[config.mk]
export PLATFORM = sky130hd
export DESIGN_NAME = alu_op_sequencer
export DESIGN_NICKNAME = d
export VERILOG_FILES = /design/src/rtl/xm_seq_pkg.sv /design/src/rtl/alu_op_sequencer_watchdog.sv /design/src/rtl/alu_op_sequencer.sv
export SDC_FILE = /design/constraint.sdc
export NUM_CORES = 1
export LEC_CHECK = 0
export ABC_AREA = 1
export CORE_MARGIN = 8
export CORE_UTILIZATION = 45
export CTS_CLUSTER_DIAMETER = 200
export DETAILED_ROUTE_END_ITERATION = 8
export PLACE_DENSITY = 0.71
export SYNTH_ARGS = -nofsm -noshare
export SYNTH_HDL_FRONTEND = slang
export SYNTH_SLANG_ARGS = --single-unit
[constraint.sdc]
create_clock -name clk -period 1.1 [get_ports clk]
set_clock_uncertainty 0.1 [all_clocks]
set_input_delay 0.11 -clock clk [delete_from_list [all_inputs] [get_ports clk]]
set_output_delay 0.11 -clock clk [all_outputs]
set_load 0.05 [all_outputs]
[src/rtl/xm_seq_pkg.sv]
// Shared types for the XM execute sequencer: instruction classes, FSM states
// and the watchdog counter width.
package xm_seq_pkg;

  localparam int SEQ_CNT_W = 8;

  typedef enum logic [1:0] {
    OP_REG    = 2'd0,
    OP_CONST  = 2'd1,
    OP_IMM    = 2'd2,
    OP_OFFSET = 2'd3
  } op_class_t;

  typedef enum logic [2:0] {
    S_IDLE  = 3'd0,
    S_FETCH = 3'd1,
    S_EXEC  = 3'd2,
    S_MEM   = 3'd3,
    S_WB    = 3'd4
  } seq_state_t;

endpackage

[src/rtl/alu_op_sequencer_watchdog.sv]
// Memory-wait watchdog: counts MEM cycles without an ack and flags the cycle
// in which the count reaches LIMIT-1.
module mem_watchdog
  import xm_seq_pkg::*;
#(
  parameter int CNT_W = SEQ_CNT_W,
  parameter int LIMIT = 15
) (
  input  logic clk,
  input  logic rst,
  input  logic clear,
  input  logic en,
  output logic expired
);

  logic [CNT_W-1:0] count;

  always_ff @(posedge clk) begin
    if (rst || clear) begin
      count <= '0;
    end else if (en) begin
      count <= count + CNT_W'(1);
    end
  end

  assign expired = (count == CNT_W'(LIMIT - 1));

endmodule

[src/rtl/alu_op_sequencer.sv]
// Multi-cycle execute sequencer for the 16-bit XM datapath. Moore FSM whose
// outputs are registered alongside the state so no input reaches an output.
module alu_op_sequencer
  import xm_seq_pkg::*;
#(
  parameter int WORD_SIZE   = 16,
  parameter int MEM_TIMEOUT = 15
) (
  input  logic       clk,
  input  logic       rst,
  input  logic       start,
  input  logic [2:0] op_class,
  input  logic       is_store,
  input  logic       mem_ack,
  output logic       ready,
  output logic       src_rd_en,
  output logic       dst_rd_en,
  output logic       const_sel,
  output logic       imm_val_sel,
  output logic       offset_sel,
  output logic       alu_en,
  output logic       mem_req,
  output logic       wb_en,
  output logic       done,
  output logic       fault
);

  // WORD_SIZE does not shape this block; it is referenced only so the parameter is not dangling.
  localparam int WD_W = SEQ_CNT_W + 0 * WORD_SIZE;

  seq_state_t state;
  op_class_t  cls;
  logic       store;
  logic       illegal;
  logic       expired;

  mem_watchdog #(
    .CNT_W (WD_W),
    .LIMIT (MEM_TIMEOUT)
  ) u_watchdog (
    .clk     (clk),
    .rst     (rst),
    .clear   (state == S_EXEC),
    .en      ((state == S_MEM) && !mem_ack),
    .expired (expired)
  );

  // Each transition also loads the output pattern of the state being entered.
  always_ff @(posedge clk) begin
    if (rst) begin
      state       <= S_IDLE;
      cls         <= OP_REG;
      store       <= 1'b0;
      illegal     <= 1'b0;
      ready       <= 1'b1;
      src_rd_en   <= 1'b0;
      dst_rd_en   <= 1'b0;
      const_sel   <= 1'b0;
      imm_val_sel <= 1'b0;
      offset_sel  <= 1'b0;
      alu_en      <= 1'b0;
      mem_req     <= 1'b0;
      wb_en       <= 1'b0;
      done        <= 1'b0;
      fault       <= 1'b0;
    end else begin
      ready       <= 1'b0;
      src_rd_en   <= 1'b0;
      dst_rd_en   <= 1'b0;
      const_sel   <= 1'b0;
      imm_val_sel <= 1'b0;
      offset_sel  <= 1'b0;
      alu_en      <= 1'b0;
      mem_req     <= 1'b0;
      wb_en       <= 1'b0;
      done        <= 1'b0;
      fault       <= 1'b0;
      case (state)
        S_IDLE: begin
          if (start) begin
            state     <= S_FETCH;
            cls       <= op_class_t'(op_class[1:0]);
            store     <= is_store;
            illegal   <= op_class[2];
            src_rd_en <= 1'b1;
            dst_rd_en <= 1'b1;
          end else begin
            ready <= 1'b1;
          end
        end
        S_FETCH: begin
          if (illegal) begin
            state <= S_WB;
            done  <= 1'b1;
            fault <= 1'b1;
          end else begin
            state       <= S_EXEC;
            alu_en      <= 1'b1;
            const_sel   <= (cls == OP_CONST);
            imm_val_sel <= (cls == OP_IMM);
            offset_sel  <= (cls == OP_OFFSET);
          end
        end
        S_EXEC: begin
          if (cls == OP_OFFSET) begin
            state   <= S_MEM;
            mem_req <= 1'b1;
          end else begin
            state <= S_WB;
            done  <= 1'b1;
            wb_en <= 1'b1;
          end
        end
        S_MEM: begin
          // An ack arriving in the expiry cycle takes priority over the timeout.
          if (mem_ack || expired) begin
            state <= S_WB;
            done  <= 1'b1;
            fault <= !mem_ack;
            wb_en <= mem_ack && !store;
          end else begin
            mem_req <= 1'b1;
          end
        end
        S_WB: begin
          state <= S_IDLE;
          ready <= 1'b1;
        end
        default: begin
          state <= S_IDLE;
          ready <= 1'b1;
        end
      endcase
    end
  end

endmodule

==> flow_summary_export.csv, run 1 <==
group,metric,value,unit
outcome,outcome,"finished with violations",
outcome,violations,"negative setup slack",
finish,largest_reg_flops,8,
detailed_routing,wl_per_cell,15.17,µm
timing,fmax,753.8,MHz
setup_path,r2r_start,"state[2]$_SDFFE_PP0P_",
clock_network,cts-root-buf,"clkbuf_4",
setup_path,crit_arrival,1500,ps
logic_synthesis,async_flop_share,0,%
floorplan,die_area,4112,µm²
finish,top_register,"u_watchdog.count",
grt,grt_pass1_vias,1015,
clock_network,numCtsBuffers,3,
floorplan,row_count,17,
floorplan,fp.dieH,64.13,µm
finish,regArea,528.0,µm²
power_and_ir_drop,powerDensity,973.0,nW/µm²
logic_synthesis,synth_nets,152,
power_and_ir_drop,peakVddDrop,0.8162,mV
grt,grt_pass1_wl,4.250,mm
timing,maxSlewHeadroom,78.80,%
detailed_routing,dr.pass1.iters,4,
timing,max_slew.worst_pin.slew,317.0,ps
logic_synthesis,synth.largest_area_cell,"dfxtp_1",
detailed_routing,vias_per_cell,5.180,
detailed_routing,drtIter0Drc,43,
clock_network,clkTransAtPathRegs,130,ps
place,port_buffers,18,
timing,finalWorstSetupSlack,-226.7,ps
floorplan,start_util,47.12,%
setup_path,required,1270,ps
finish,final_nets,194,
finish,n_fill_cell,121,
finish,syn_to_final_growth,73.35,%
detailed_routing,drtAntennaViolNets,0,
timing,period_share,120.6,%
logic_synthesis,synth_top_area_share,48.02,%
detailed_routing,routed_wl,3.201,mm
timing,whs,109.0,ps
place,routabilityCongestion,0.8917,
setup_path,path_class,"reg2reg",
hold_path,holdCritStartpoint,"rst",
grt,antenna_found_initial,0,
clock_network,cts.path.max_buffers,2,
floorplan,pin_count,19,
logic_synthesis,ys.flop_type,"dfxtp_1",
finish,multi_input_area,621.8,µm²
clock_network,cts_sinks,25,
setup_path,r2r_cells,8,
finish,diodes,0,
clock_network,cts_tree,"yes",
hold_path,holdPathStages,4,
detailed_routing,drc,0,
setup_path,slowest_stage,"dfxtp_4",
setup_path,cp_top_family,"simple AND/OR/NAND/NOR gates",
timing,final_hold_viol_count,0,
place,place_hpwl,1.908,mm
logic_synthesis,yosys_warnings,0,
setup_path,cp_max_fo,8,
job,maxCapViolations,0,
setup_path,cp_cell_sequence,"inv_4 > nand3_4 > nor2_4 > buf_12 > nand2_1 > nand2_1 > nand2_1 > nand2_1",
logic_synthesis,ys_top_cells_by_area,"dfxtp_1, nand2_1, inv_1",
timing,rsz0062_at_grt,"yes",
logic_synthesis,synth_area_per_cell,7.340,µm²
finish,design_area,1807,µm²
setup_path,slowest_delay,400,ps
logic_synthesis,synthCells,142,
setup_path,endpoint,"state[0]$_SDFFE_PP0P_",
logic_synthesis,synth.top_cells.by_count,"nand2_1, dfxtp_1, inv_1",
power_and_ir_drop,p_leak,0.7743,nW
logic_synthesis,yosysSeqAreaShare,48.02,%
timing,setup_violations,21,
setup_path,path_buf_inv,2,
setup_path,crit_path_start_kind,"register",
detailed_routing,num_vias,1093,
setup_path,crit_start,"state[2]$_SDFFE_PP0P_",
setup_path,cp-end-kind,"register",
logic_synthesis,synth_area,1042,µm²
timing,drv_slew,0,
grt,grt_start_max_net_pins,17,
setup_path,reg2reg_slack,-230,ps
logic_synthesis,synth.distinct_cells,16,
setup_path,cpMostUsedCell,"nand2_1",
logic_synthesis,synth-edff-count,0,
setup_path,cp.depth,8,
setup_path,r2r_end,"state[0]$_SDFFE_PP0P_",
logic_synthesis,synth-seq-cells,25,
timing,finalCriticalPeriod,1327,ps
clock_network,cts_htree_levels,1,
grt,grt_usage,12.53,%
logic_synthesis,synth_most_common_cell,"nand2_1",
grt,overflow,0,
finish,drive_gt1_share,50.27,%
floorplan,die_x,64.13,µm
floorplan,core,2212,µm²
place,placed_cell_area,1503,µm²
hold_path,hp-class,"in2reg",
finish,reg.largest.list,"u_watchdog.count x8, state x3, cls x2",
clock_network,clk_latency,320,ps
-- worst min path at each step --
stage                                             endpoint
after CTS                              cls[1]$_SDFFE_PP0P_
after floorplan                      state[1]$_SDFFE_PP0P_
after detailed placement                store$_SDFFE_PP0P_
after global routing                 state[1]$_SDFFE_PP0P_
after global placement    u_watchdog.count[2]$_SDFFE_PP0P_
final                     u_watchdog.count[1]$_SDFFE_PP0P_
-- metal layers --
metal,wire (µm),track usage [%],vias to the layer above,part of all wire (%)
li1,-,-,531,-
met1,1381,14.74,521,43
met2,1590,19.95,36,50
met3,186,4.181,5,5.8
met4,42,6.267,0,1.3
met5,0,0,-,0
-- worst min-delay path, delay by kind of cell --
| family | cells | cell delay (ps) |
|---|---|---|
| buffers and inverters | 1 | 200 |
| AO/OA/AOI/OAI | 2 | 110 |
| AND/OR/NAND/NOR | 1 | 80 |
-- metrics by stage --
step / setup TNS [ps] / utilization [%] / cells / total power [mW] / setup WS (ps)
5_1_grt: -4183 / 81.67 / 211 / 1.826 / -299.0
4_1_cts: -2373 / 69.74 / 205 / 1.670 / -158.6
3_3_place_gp: -3721 / 67.93 / 201 / 1.265 / -214.7
2_1_floorplan: -95.11 / - / 142 / 1.121 / -26.24
6_report: -2949 / 81.67 / 211 / 1.758 / -226.7
3_5_place_dp: -4585 / 67.93 / 201 / 1.273 / -333.7
-- where the power goes --
part | internal [mW] | leakage, nW | switching, mW
sequential | 0.939 | 0.211 | 0.0434
clock | 0.137 | 0.0177 | 0.275
combinational | 0.171 | 0.546 | 0.193
-- final cells by class --
class                           instances  share of cell area, %
Multi-Input combinational cell         90                  34.42
Sequential cell                        25                  29.22
Timing Repair Buffer                   39                  27.15
Inverter                               25                  5.748
Tap cell                               28                  1.939
Clock buffer                            3                  1.247
Clock inverter                          1                 0.2770
-- cell families after synthesis --
logic type               after synthesis  share of synthesized area (%)
buffers and inverters                 27                          10.80
adder cells (fa/ha/maj)                2                          2.401
flip-flops                            25                          48.02
AND/OR/NAND/NOR                       69                          29.65
AO/OA/AOI/OAI                         19                          9.124
-- cell usage in the layout (no fill, tap or decap), types with 2 or more instances in the layout --
master	count
a21oi_1	8
nor2_1	5
clkdlybuf4s50_1	6
nand3_2	4
nand2_1	26
nor3_2	2
nor2_4	4
nand3_4	3
buf_12	12
nand3_1	3
nor3_4	2
dfxtp_1	11
a21oi_2	5
o21ai_2	3
dfxtp_4	4
clkbuf_4	3
nor2_2	4
inv_1	20
dfxtp_2	10
o21ai_1	2
buf_4	16
inv_2	2
nand4_1	5
buf_6	2
nand2_4	3
inv_4	2
nand2_2	6
-- timing repair --
item	in CTS	in global routing
hold buffers	0	1
cloned	0	1
endpoints found under the setup margin	21	34
buffers inserted	0	4
pin swaps	0	16
resized for setup	3	66
endpoints found under the hold margin	0	2
Power figures use the tool's default switching activity.
==> run 2: changes to the inputs <==
CAP_MARGIN = 25   (was unset)
HOLD_SLACK_MARGIN = 0.06   (was unset)
==> results of run 2 <==
The final DEF is identical to that of run 1; final timing and power are the same.
